**config.mk**
```make
export PLATFORM = sky130hd
export DESIGN_NAME = reg_file_sb
export DESIGN_NICKNAME = d
export VERILOG_FILES = /design/src/rtl/reg_file_sb.sv
export SDC_FILE = /design/constraint.sdc
export NUM_CORES = 2
export LEC_CHECK = 0
export CAP_MARGIN = 20
export CORE_UTILIZATION = 45
export CTS_BUF_LIST = sky130_fd_sc_hd__clkbuf_4 sky130_fd_sc_hd__clkbuf_8
export DETAILED_ROUTE_END_ITERATION = 6
export PLACE_DENSITY = 0.71
export SLEW_MARGIN = 30
export SYNTH_ARGS = -nofsm -noshare
export SYNTH_HDL_FRONTEND = slang
export SYNTH_SLANG_ARGS = --single-unit
```
**constraint.sdc**
```tcl
create_clock -name clk -period 111.4 [get_ports clk]
set_input_delay 33.42 -clock clk [delete_from_list [all_inputs] [get_ports clk]]
set_output_delay 33.42 -clock clk [all_outputs]
set_load 0.05 [all_outputs]
```
**src/rtl/reg_file_sb.sv**
```systemverilog
// rtl/reg_file_sb.sv - multi-port register file with write bypass and pending scoreboard
// Reads are combinational; writes, issue marks and pend_cnt update on the rising clock edge.
module reg_file_sb #(
   parameter int XLEN  = 32,
   parameter int NREGS = 32,
   parameter int NRD   = 2
) (
   input  logic                          clk,
   input  logic                          rst,
   input  logic [NRD*$clog2(NREGS)-1:0]  rd_addr,
   output logic [NRD*XLEN-1:0]           rd_data,
   output logic [NRD-1:0]                rd_busy,
   input  logic                          wr_en,
   input  logic [$clog2(NREGS)-1:0]      wr_addr,
   input  logic [XLEN-1:0]               wr_data,
   input  logic                          iss_en,
   input  logic [$clog2(NREGS)-1:0]      iss_addr,
   output logic [$clog2(NREGS):0]        pend_cnt,
   output logic                          any_pend
);

   localparam int AW = $clog2(NREGS);

   logic [XLEN-1:0]  regs [NREGS];
   logic [NREGS-1:0] pending;
   logic             wr_ok;
   logic             iss_ok;
   logic             cnt_inc;
   logic             cnt_dec;

   assign wr_ok  = wr_en && (wr_addr != '0);
   assign iss_ok = iss_en && (iss_addr != '0);

   // A same-cycle issue to the written register keeps it pending, so no decrement then.
   assign cnt_inc = iss_ok && !pending[iss_addr];
   assign cnt_dec = wr_ok && pending[wr_addr] && !(iss_ok && (iss_addr == wr_addr));

   always_ff @(posedge clk or posedge rst) begin
      if (rst) begin
         for (int r = 0; r < NREGS; r++) begin
            regs[r] <= '0;
         end
         pending  <= '0;
         pend_cnt <= '0;
      end else begin
         if (wr_ok) begin
            regs[wr_addr] <= wr_data;
         end
         for (int r = 1; r < NREGS; r++) begin
            if (iss_ok && (iss_addr == AW'(r))) begin
               pending[r] <= 1'b1;
            end else if (wr_ok && (wr_addr == AW'(r))) begin
               pending[r] <= 1'b0;
            end
         end
         pend_cnt <= pend_cnt + {{AW{1'b0}}, cnt_inc} - {{AW{1'b0}}, cnt_dec};
      end
   end

   always_comb begin
      rd_data = '0;
      rd_busy = '0;
      for (int i = 0; i < NRD; i++) begin
         if (!rst && (rd_addr[i*AW +: AW] != '0)) begin
            if (wr_en && (wr_addr == rd_addr[i*AW +: AW])) begin
               rd_data[i*XLEN +: XLEN] = wr_data;
            end else begin
               rd_data[i*XLEN +: XLEN] = regs[rd_addr[i*AW +: AW]];
               rd_busy[i]              = pending[rd_addr[i*AW +: AW]];
            end
         end
      end
   end

   assign any_pend = (pend_cnt != '0);

endmodule

```
==> metrics.txt <==
outcome=completed; cell area power density=18.0 mW/mm^2; Area Growth Syn to Fin=10.5%; sequential area share after synthesis=a little under half; die area=between 0.1 and 0.15 sq mm; Setup-failing EPs final=0; Synth area leader=dfrtp_1; WL/cell=between 30 and 40 um; Reg2Reg Capture Point=pend_cnt[5]; Tcrit/Tclk final=between 60 and 70%; Worst Clk Skew=roughly 0.022 ns; Final Hold Fails=0; DRT iter0 DRCs=about 5000; HPWL after DPL=103000 um; worst setup path endpoint=rd_data[39]; Final Max Slew Viols=0; main area contributors after synthesis=dfrtp_1, mux2_2, mux4_2; clk sinks=~1100; Layout fillers=between 10000 and 15000; Max clock buf depth=3; CP max stage cell=buf_4; Rel. slew slack=between 20% and 30%; CP Max Fanout=70; Total Wirelength=between 150000 and 200000 um; Syn. warnings=1; vias in the first global route=between 30000 and 40000; Crit path top cell by count=buf_4; Peak VDD IR=roughly 0.013 mV; total gr overflow=0; r2r setup slk=108.14 ns; top cell type's share of synthesized area=a little under half; hold depth=0; Hold-fix buffers, CTS=0; Skew-Pair Late Insertion Delay=slightly above 0.9 ns; cts repair resizes=0; Main synth FF type=dfrtp_1; Die W=359 um; post-route setup slack=~40 ns; most frequent cells in the layout=dfrtp_1, mux2_2, mux4_2; Inst Count DP=roughly 5400; Nets=a little under 4000; Pleak=27.3 nW; Syn Nets=3995; Final min period=slightly above 70 ns; worst setup path startpoint=rd_addr[5]; R2R depth=11; slew of the pin with the lowest slew margin=1.10 ns; Critical Path AT=roughly 39 ns; Max Cap Viol=0; Worst-path clk slew=approximately 0.060 ns; CTS Buf Count=roughly 170; Critical R2R Launch=pending[7]; worst path required time=roughly 80 ns; Post-DRT Antenna Nets=0; Post-synth EDFFs=0; TritonCTS clock tree=built; commonest non-fill, non-tap cell in the layout=dfrtp_1; Core Region=approximately 0.13 sq mm; Total GRT Usage=around 29%; first-pass GRT wire length=275000 um; share of layout cells above drive strength 1=about 48%; crit-path cells=buf_8, buf_4, buf_4, buf_6, mux4_2, o21ai_0, a21oi_1, a211o_1, clkdlybuf4s50_1; I/O pin count=129; cells after synthesis=3930; nature of the critical path startpoint=input port; largest net degree at the start of global routing=approximately 130; FF+latch count, synth=1061; initial antenna violation count=10; HP Class=reg2reg; Post-Synthesis Cell Area=0.0574 sq mm; sum of negative setup slack=0 ns; Post-synth ARST share=between 90% and 100%; CP Class=in2out; Root Driver=clkbuf_8; Fmax=approximately 14 MHz; number of remaining DRC errors=0; post-DR vias/cell=just under 7; Post-CTS Setup Inserts=0; CTS H-tree depth=4; fin util=50.3%; vias=between 30000 and 40000; GP Congestion=~0.9; pre-CTS setup slack=between 30 and 40 ns; RSZ-0062 raised after global routing=no; CP Capture Type=output pin; Site Rows=130; initial core utilization=~46%; Vert. Die Dim=359 um; syn_area_per_cell=roughly 15 sq um; Distinct cells, synth=55; IO Port Bufs=128; CP peak stage delay=0.77 ns; Pre-antenna DRT Iters=7; non-filler cells, final=roughly 5700
==> per-layer routing <==
layer / GRT usage [%] / wire length (um) / up-vias
met1: 40.8 / 74800 / 21000
met4: 11.6 / 7510 / 8
met2: 42.2 / 82300 / 2485
met3: 8.20 / 21900 / 529
li1: - / - / 15300
met5: 0 / 45 / -
==> kinds of logic after synthesis <==
logic type	synth area share [%]
AO/OA/AOI/OAI	6.51
multiplexers	41.3
buffers and inverters	4.11
XOR/XNOR	0.275
AND/OR/NAND/NOR	1.37
adder cells (fa/ha/maj)	0.209
flip-flops	46.2
==> worst max-delay path: cells and delay by family <==
kind | cells | cell delay [ns]
AO/OA/AOI/OAI | 3 | 0.85
buffers and inverters | 5 | 3.47
multiplexers | 1 | 0.59
==> sequential cells by signal, indices dropped and copies added, names as in the netlist <==
name and count:
regs 1024, pending 31, pend_cnt 6
==> power by group <==
| part | internal, mW | total [mW] | switching, mW |
|---|---|---|---|
| clock network | 0.208 | 0.373 | 0.165 |
| logic | 0.141 | 0.250 | 0.110 |
| registers | 0.460 | 0.517 | 0.0564 |
| total | 0.808 | 1.14 | 0.332 |
==> Yosys cell counts (36+ instances only) <==
master and number:
buf_2 147, a22o_1 40, buf_4 67, clkbuf_1 219, nand2_1 36, mux2i_1 221
nand3_1 37, mux4_2 457, dfrtp_1 1061, a22oi_1 123, mux2_2 979, a221oi_1 91
a21oi_1 69, o21ai_0 77, o22ai_1 42
==> final cells by class <==
type                    instances  area, sq um  area share, %
multi-input cells            2383        28700           45.3
flip-flops and latches       1061        26600           41.8
clock buffers                 281         3510           5.53
repair buffers                243         2210           3.48
well taps                    1650         2060           3.25
clock inverters                26          256          0.404
inverters                      26          106          0.168
diodes                          8         20.0         0.0316
==> per-stage QoR <==
stage                     area (sq um)  hold slack, ns  power (mW)
final                            63500           0.396        1.14
after global routing             63400           0.404        1.19
after detailed placement         59600           0.382       0.769
after global placement           59600           0.377       0.758
after floorplan                  57400           0.441       0.703
after CTS                        63300           0.397        1.14
==> worst min-delay path by stage <==
stage,start,endpoint,slack [ns]
CTS,regs[1001],regs[1001],0.40
detailed placement,regs[996],regs[996],0.38
finish,regs[1015],regs[1015],0.40
global route,regs[996],regs[996],0.40
global placement,regs[1001],regs[1001],0.38
floorplan,regs[1000],regs[1000],0.44
Note: power is estimated with default switching activity, not from simulation.
